`src/rtl/clock_adjust_ctrl_pkg.sv`:
```
// Shared definitions for the adjustable clock: FSM states, adjust-field codes,
// BCD limits and the small helpers that step the digit pairs.
package clock_adjust_ctrl_pkg;

  typedef enum logic [1:0] {
    RUN      = 2'd0,
    ADJ_HOUR = 2'd1,
    ADJ_MIN  = 2'd2,
    ADJ_WEEK = 2'd3
  } AdjState_t;

  localparam logic [1:0] FIELD_NONE = 2'd0;
  localparam logic [1:0] FIELD_HOUR = 2'd1;
  localparam logic [1:0] FIELD_MIN  = 2'd2;
  localparam logic [1:0] FIELD_WEEK = 2'd3;

  // Digit pairs are kept as packed BCD {high, low}.
  localparam logic [7:0] SEC_MAX  = 8'h59;
  localparam logic [7:0] MIN_MAX  = 8'h59;
  localparam logic [7:0] HOUR_MAX = 8'h23;
  localparam logic [3:0] WEEK_MIN = 4'd1;
  localparam logic [3:0] WEEK_MAX = 4'd7;

  function automatic logic [7:0] bcdInc(input logic [7:0] val, input logic [7:0] maxVal);
    if (val == maxVal)
      return 8'h00;
    else if (val[3:0] == 4'd9)
      return {val[7:4] + 4'd1, 4'd0};
    else
      return {val[7:4], val[3:0] + 4'd1};
  endfunction

  function automatic logic [3:0] weekInc(input logic [3:0] w);
    return (w == WEEK_MAX) ? WEEK_MIN : w + 4'd1;
  endfunction

  function automatic logic [1:0] fieldOf(input AdjState_t s);
    case (s)
      ADJ_HOUR: return FIELD_HOUR;
      ADJ_MIN:  return FIELD_MIN;
      ADJ_WEEK: return FIELD_WEEK;
      default:  return FIELD_NONE;
    endcase
  endfunction

endpackage

```
`src/rtl/clock_adjust_ctrl_key.sv`:
```
// key_debounce: two-flop synchronizer plus counter debouncer for one active-low key;
// Press is a registered one-cycle pulse on each debounced 1->0 transition.
module key_debounce #(
  parameter logic [19:0] DEBOUNCE_CYCLES = 20'd500000
) (
  input  logic CLK,
  input  logic RSTn,
  input  logic KeyRaw_n,
  output logic Press
);

  logic sync1, sync2, level;
  logic [19:0] cnt;
  logic expire;

  // The synchronized level has disagreed with the debounced one long enough.
  assign expire = (sync2 != level) && (cnt == DEBOUNCE_CYCLES - 20'd1);

  always_ff @(posedge CLK or negedge RSTn) begin
    if (!RSTn) begin
      sync1 <= 1'b1;
      sync2 <= 1'b1;
      level <= 1'b1;
      cnt   <= 20'd0;
      Press <= 1'b0;
    end else begin
      sync1 <= KeyRaw_n;
      sync2 <= sync1;
      Press <= expire && level;
      if (sync2 == level) begin
        cnt <= 20'd0;
      end else if (expire) begin
        level <= sync2;
        cnt   <= 20'd0;
      end else begin
        cnt <= cnt + 20'd1;
      end
    end
  end

endmodule

```
`src/rtl/clock_adjust_ctrl.sv`:
```
// Time-of-day clock with week counter and a mode/inc key adjust FSM
// (RUN -> ADJ_HOUR -> ADJ_MIN -> ADJ_WEEK -> RUN).
module clock_adjust_ctrl
  import clock_adjust_ctrl_pkg::*;
#(
  parameter logic [19:0] DEBOUNCE_CYCLES = 20'd500000
) (
  input  logic       CLK,
  input  logic       RSTn,
  input  logic       Tick1Hz,
  input  logic       KeyMode_n,
  input  logic       KeyInc_n,
  output logic [3:0] SecL,
  output logic [3:0] SecH,
  output logic [3:0] MinL,
  output logic [3:0] MinH,
  output logic [3:0] HourL,
  output logic [3:0] HourH,
  output logic [3:0] Week,
  output logic       AdjtWeek,
  output logic [1:0] AdjField
);

  logic modeEv, incEv;
  AdjState_t state, nextState;
  logic [7:0] sec, min, hour;

  key_debounce #(.DEBOUNCE_CYCLES(DEBOUNCE_CYCLES)) uKeyMode (
    .CLK(CLK), .RSTn(RSTn), .KeyRaw_n(KeyMode_n), .Press(modeEv)
  );

  key_debounce #(.DEBOUNCE_CYCLES(DEBOUNCE_CYCLES)) uKeyInc (
    .CLK(CLK), .RSTn(RSTn), .KeyRaw_n(KeyInc_n), .Press(incEv)
  );

  always_comb begin
    nextState = state;
    if (modeEv) begin
      case (state)
        RUN:      nextState = ADJ_HOUR;
        ADJ_HOUR: nextState = ADJ_MIN;
        ADJ_MIN:  nextState = ADJ_WEEK;
        default:  nextState = RUN;
      endcase
    end
  end

  // AdjField/AdjtWeek are registered copies of the state and double as its debug view.
  always_ff @(posedge CLK or negedge RSTn) begin
    if (!RSTn) begin
      state    <= RUN;
      AdjField <= FIELD_NONE;
      AdjtWeek <= 1'b0;
    end else begin
      state    <= nextState;
      AdjField <= fieldOf(nextState);
      AdjtWeek <= (nextState == ADJ_WEEK);
    end
  end

  // Ticks count only in RUN; an inc coinciding with a mode event is dropped.
  always_ff @(posedge CLK or negedge RSTn) begin
    if (!RSTn) begin
      sec  <= 8'h00;
      min  <= 8'h00;
      hour <= 8'h00;
      Week <= WEEK_MIN;
    end else if (state == RUN && Tick1Hz) begin
      sec <= bcdInc(sec, SEC_MAX);
      if (sec == SEC_MAX) begin
        min <= bcdInc(min, MIN_MAX);
        if (min == MIN_MAX) begin
          hour <= bcdInc(hour, HOUR_MAX);
          if (hour == HOUR_MAX)
            Week <= weekInc(Week);
        end
      end
    end else if (incEv && !modeEv) begin
      case (state)
        ADJ_HOUR: hour <= bcdInc(hour, HOUR_MAX);
        ADJ_MIN: begin
          min <= bcdInc(min, MIN_MAX);
          sec <= 8'h00;
        end
        ADJ_WEEK: Week <= weekInc(Week);
        default: ;
      endcase
    end
  end

  assign SecL  = sec[3:0];
  assign SecH  = sec[7:4];
  assign MinL  = min[3:0];
  assign MinH  = min[7:4];
  assign HourL = hour[3:0];
  assign HourH = hour[7:4];

endmodule

```
`config.mk`:
```
export PLATFORM = sky130hd
export DESIGN_NAME = clock_adjust_ctrl
export DESIGN_NICKNAME = d
export VERILOG_FILES = /design/src/rtl/clock_adjust_ctrl_pkg.sv /design/src/rtl/clock_adjust_ctrl_key.sv /design/src/rtl/clock_adjust_ctrl.sv
export SDC_FILE = /design/constraint.sdc
export NUM_CORES = 1
export LEC_CHECK = 0
export CAP_MARGIN = 5
export CORE_MARGIN = 2
export CORE_UTILIZATION = 47
export DETAILED_ROUTE_END_ITERATION = 16
export GPL_TIMING_DRIVEN = 0
export MAX_ROUTING_LAYER = met4
export PLACE_DENSITY = 0.71
export RECOVER_POWER = 25
export SETUP_SLACK_MARGIN = 0.2
export SLEW_MARGIN = 20
export SYNTH_ARGS = -nofsm -noshare
export SYNTH_HDL_FRONTEND = slang
export SYNTH_SLANG_ARGS = --single-unit
```
`constraint.sdc`:
```
create_clock -name CLK -period 2.15 [get_ports CLK]
set_clock_uncertainty 0.05 [all_clocks]
set_input_delay 0.43 -clock CLK [delete_from_list [all_inputs] [get_ports CLK]]
set_output_delay 0.43 -clock CLK [all_outputs]
set_load 0.05 [all_outputs]
```
== Word level (Yosys, flattened, before mapping) ==
Index checks and enable logic that the tools add are counted.

* Flip-flop bits (word level): 81
* Input port bits: 5
* Output and inout bits: 31
* Logic and storage cells: 103

* $add $sub $neg: 9
* Equal/unequal tests: 23
* Muxes and demuxes: 32
* Bitwise gates (word level): 2
* Reductions and logical operators: 19

{| class="wikitable"
|+ Operators by type and width
! cell !! count
|-
| $mux W8 || 18
|-
| $mux W20 || 4
|-
| $add A20 B1 Y20 const B || 2
|-
| $eq A20 B19 Y1 const B || 2
|-
| $add A4 B1 Y4 const B || 7
|-
| $mux W4 || 7
|-
| $eq A8 B7 Y1 const B || 2
|-
| $eq A4 B4 Y1 const B || 3
|-
| $pmux W2 S3 || 2
|-
| $eq A2 B2 Y1 const B || 4
|-
| $eq A8 B6 Y1 const B || 1
|-
| $reduce_bool A2 Y1 || 4
|-
| $logic_and A1 B1 Y1 || 6
|-
| $ne A2 B1 Y1 const B || 3
|-
| $reduce_and A2 Y1 || 3
|-
| $reduce_and A3 Y1 || 2
|-
| $reduce_and A5 Y1 || 1
|-
| $eq A2 B1 Y1 const B || 2
|-
| $eq A4 B3 Y1 const B || 1
|-
| $reduce_and A4 Y1 || 1
|-
| $ne A3 B1 Y1 const B || 1
|-
| $eq A1 B1 Y1 || 2
|-
| $logic_not A2 Y1 || 1
|-
| $mux W2 || 1
|-
| other kinds (3) || 5
|}

== Depth between registers and ports, before layout ==
* Depth in word-level cells: 6
* Mapped depth: 8
* Mapped depth without buffers: 7

== Modules after synthesis ==
A second synthesis with hierarchy kept.

* Cells, all modules: 391
* Area total of the unflattened synthesis: 4065.1 um2

{| class="wikitable"
|+ Modules (own cells, without submodules)
! module !! times used !! cells each !! area an instance (um2) !! sequential area each (um2)
|-
| key_debounce || 2 || 111 || 1138.6 || 604.3
|-
| clock_adjust_ctrl || 1 || 169 || 1788.0 || 802.0
|}

== Worst setup path before layout ==
OpenSTA, ideal clock, no wires.

* Path kind: register to register
* From: reg sec[0]
* To: reg min[3]
* Library setup time: 70 ps
* Arrival: 2113 ps
* Data required time: 2030 ps
* Path slack: -83 ps
* Cell stages (with the launch flop): 7
* Path buffers: 0
* Period minus slack after synthesis: 2233 ps
* Cell sequence: dfrtp_1 ha_1 nand3b_4 o31ai_4 nand2_4 or4b_1 nand3_1

* Word-level cells in the longest chain between the ends: 3

{| class="wikitable"
|+ Ends and longest elaborated chain
! element !! RTL line !! RTL
|-
| start: declaration || clock_adjust_ctrl.sv:26 || <nowiki>logic [7:0] sec, min, hour;</nowiki>
|-
| start signal: assignment || clock_adjust_ctrl.sv:69 || <nowiki>sec <= bcdInc(sec, SEC_MAX);</nowiki>
|-
| $eq A8 B7 Y1 || clock_adjust_ctrl.sv:70 || <nowiki>if (sec == SEC_MAX) begin</nowiki>
|-
| $ne A2 B1 Y1 (no source line) || -- ||
|-
| $reduce_and A3 Y1 (no source line) || -- ||
|-
| end signal: assignment || clock_adjust_ctrl.sv:71 || <nowiki>min <= bcdInc(min, MIN_MAX);</nowiki>
|-
| end signal: assignment || clock_adjust_ctrl.sv:82 || <nowiki>min <= bcdInc(min, MIN_MAX);</nowiki>
|-
| end: declaration || clock_adjust_ctrl.sv:26 ||
|}

Every way passes these cells.
A chain may end at the register's enable or synchronous reset.

== Worst setup path after layout ==
* From: reg state[0]
* To: reg Week[3]

* Word-level cells in the longest chain between the ends: 4

{| class="wikitable"
|+ Ends and longest elaborated chain
! element !! RTL line !! RTL
|-
| start: declaration || clock_adjust_ctrl.sv:25 || <nowiki>AdjState_t state, nextState;</nowiki>
|-
| start signal: assignment || clock_adjust_ctrl.sv:55 || <nowiki>state <= nextState;</nowiki>
|-
| $logic_not A2 Y1 || clock_adjust_ctrl.sv:68 || <nowiki>end else if (state == RUN && Tick1Hz) begin</nowiki>
|-
| $logic_and A1 B1 Y1 || clock_adjust_ctrl.sv:68 ||
|-
| $ne A2 B1 Y1 (no source line) / $reduce_bool A2 Y1 (equally long branches) || -- ||
|-
| $reduce_and A5 Y1 (no source line) || -- ||
|-
| end signal: assignment || clock_adjust_ctrl.sv:75 || <nowiki>Week <= weekInc(Week);</nowiki>
|-
| end signal: assignment || clock_adjust_ctrl.sv:85 || <nowiki>ADJ_WEEK: Week <= weekInc(Week);</nowiki>
|-
| end: declaration || clock_adjust_ctrl.sv:19 || <nowiki>output logic [3:0] Week,</nowiki>
|}

Parallel ways exist; a longest one is shown, timed or not.

==> impl_metrics.toml <==
[die]
die_y_um = 95.88
io_pins = 36
core_um2 = 8217
fp.dieW_um = 95.88
initial_core_util_pct = 48.29
rows = 33
die_area_um2 = 9193

[routing]
drt_pass1_iterations = 5
vias_per_cell = 5.259
vias = 2966
totalWireLength_um = 7393
drt-wirelength-per-cell_um = 13.11
ant_nets = 0
drc_errors = 0
drtIter0Drc = 113

[timing]
rsz0062_at_grt = "yes"
timing.hold.ws_ns = 0.3091
relSlewSlack_pct = 45.15
final_hold_viol_count = 0
slew_violations = 0
period_minus_slack_ns = 1.914
worst_pin_slew_ns = 0.8227
timing.final.crit_share_pct = 89.01
setup_viol = 0
fmax_mhz = 522.6
fin_setup_tns_ns = 0

[worst_setup_path]
reg2regPathDepth = 7
regToRegSetupSlack_ns = 0.24
cp-start-kind = "flip-flop"
crit_required_ns = 2.33
end_kind = "flip-flop"
path_cells = "inv_1, ha_2, and4b_1, nand4_1, o21ai_2, nand4_1, mux2_2"
cp_slowest_cell = "dfrtp_1"
path_class = "flip-flop to flip-flop"
cpMostUsedCell = "nand4_1"
max_stage_delay_ns = 0.39
r2r_start = "state[0]"
crit_fanout = 4
crit-reg2reg-capture = "Week[3]"
arrival_ns = 2.09

[finish]
fin_nets = 478
mostFrequentLayoutCells = "62 x dfrtp_1, 55 x nor2_1, 37 x nand2_1"
nFillCells = 714
regArea_um2 = 2024
finish.utilization_pct = 58.82
layout-drive-gt1-share_pct = 20.70
syn2layout_area_growth_pct = 21.82
mostFrequentLayoutCell = "dfrtp_1"
num_antenna_cells = 0
fin_area_um2 = 4833
multiInputGateArea_um2 = 1959

[min_path]
holdPathStages = 0
whs_endpoint = "uKeyInc.sync2"
hp-start = "uKeyInc.sync1"
hold_path_class = "flip-flop to flip-flop"

[pwr]
swShare_pct = 35.07
powerDensity_nw_per_um2 = 762.6
ir_drop_mv = 0.3276
seqPwrFrac_pct = 48.3
p_sw_uw = 1293
leakagePower_uw = 0.002242
p_int_uw = 2393
power_frac_clock_pct = 25.6
combPwrFrac_pct = 26.1
power.total_uw = 3686

[clock_network]
h-tree-depth = 3
clock-root-buffer = "clkbuf_8"
clk_pin_slew_ns = 0.08
clock_sinks = 80
cts_buffers = 9
worstSkewPairLatency_ns = 0.34
clockBufferDepth = 2
cts_tree = "built"

[grt]
antenna_found_initial = 0
grt_pass1_vias = 2850
overflow = 0
grtUsageTotal_pct = 17.95
grt_pass1_wl_um = 12500
grt_max_degree = 50

[logic_synthesis]
syn-num-nets = 414
ys_async_sr_fraction_pct = 100.0
synth_area_per_cell_um2 = 10.17
synth_ff_type = "dfrtp_1"
synth_seq_cells = 80
synth_cells = 390
yosysWarningCount = 0
synth_edf_count = 0
ys_seq_area_share_pct = 50.68
synth_cell_types = 45
syn_area_um2 = 3968

[run_status]
status = "finished, final reports clean"

[flow_run]
max-cap-violations = 0

[place]
placed_area_um2 = 4501
port_buffers = 35
dpl.hpwl_um = 4975
gp_congestion = 0.8080
worst max-delay path, delay by kind of cell (launching register included):
| kind | cells | cell delay, ns |
|---|---|---|
| AOI/OAI and AO/OA | 1 | 0.26 |
| and+or+nand+nor | 3 | 0.50 |
| buffers and inverters | 1 | 0.10 |
| adders and majority gates | 1 | 0.22 |
| DFF | 1 | 0.39 |
| muxes | 1 | 0.29 |
cell families after synthesis:
logic type,share of synthesized area (%)
adders and majority gates,5.992
xor gates and xnor gates,9.713
DFF,50.68
muxes,1.987
buffers and inverters,2.302
AOI/OAI and AO/OA,5.866
and+or+nand+nor,23.46
metrics by stage:
stage                     cells  worst slack (ns)
final                       564            0.2364
after global routing        564            0.1179
after CTS                   555            0.2006
after detailed placement    531           -0.1095
after global placement      530            -2.536
after floorplan             390            0.1828
power groups by stage:
stage / logic, uW / registers, uW / clock network (uW)
final: 962 / 1780 / 945
after global routing: 1050 / 1800 / 1040
after CTS: 918 / 1780 / 976
after detailed placement: 929 / 1820 / 0
after global placement: 904 / 1810 / 0
after floorplan: 296 / 2120 / 0
synthesized netlist by cell type (6+ instances only):
master	n	area (um2)
a21oi_1	6	30.03
and3_1	9	56.30
dfrtp_1	73	1827
dfstp_2	7	183.9
ha_1	19	237.7
inv_1	15	56.30
mux2_2	7	78.83
nand2_1	38	142.6
nand3_1	28	140.1
nand4_1	11	68.82
nor2_1	55	206.5
nor3_1	12	60.06
o21ai_0	17	85.08
xnor2_1	26	227.7
xor2_1	18	157.7
repair_timing:
item | 4_1_cts | 5_1_grt
hold buffers | 1 | 0
resized for setup | 48 | 15
buffers inserted | 7 | 9
endpoints found under the hold margin | 25 | 0
pin swaps | 4 | 7
setup endpoints to repair | 59 | 31
sequential cells by signal, indices dropped and copies added (netlist names), 2 cells and up:
| register | flops |
|---|---|
| state | 2 |
| min | 8 |
| Week | 4 |
| hour | 8 |
| uKeyMode.cnt | 20 |
| uKeyInc.cnt | 20 |
| sec | 8 |
worst max path at each step:
stage	endpoint	from	cells past startpoint
floorplan	min[3]	sec[1]	7
global placement	hour[1]	RSTn	1
detailed placement	min[3]	Tick1Hz	6
CTS	Week[3]	state[0]	7
global route	uKeyInc.cnt[18]	uKeyInc.cnt[1]	7
finish	Week[3]	state[0]	7
routing by layer:
metal	up-vias	GRT usage, %	routed length, um
li1	1462	-	-
met1	1450	22.02	3432
met2	44	29.08	3657
met3	10	3.681	190
met4	0	7.381	113
met5	-	-	0
cell type report:
cell class / count / share of cell area, %
clock buffer: 12 / 2.796
buffer: 6 / 0.9837
timing repair buffer: 53 / 9.449
sequential: 80 / 41.88
clock inverter: 4 / 0.4660
inverter: 15 / 1.165
multi-input combinational: 289 / 40.54
tap: 105 / 2.718
Power figures use the tool's default switching activity.
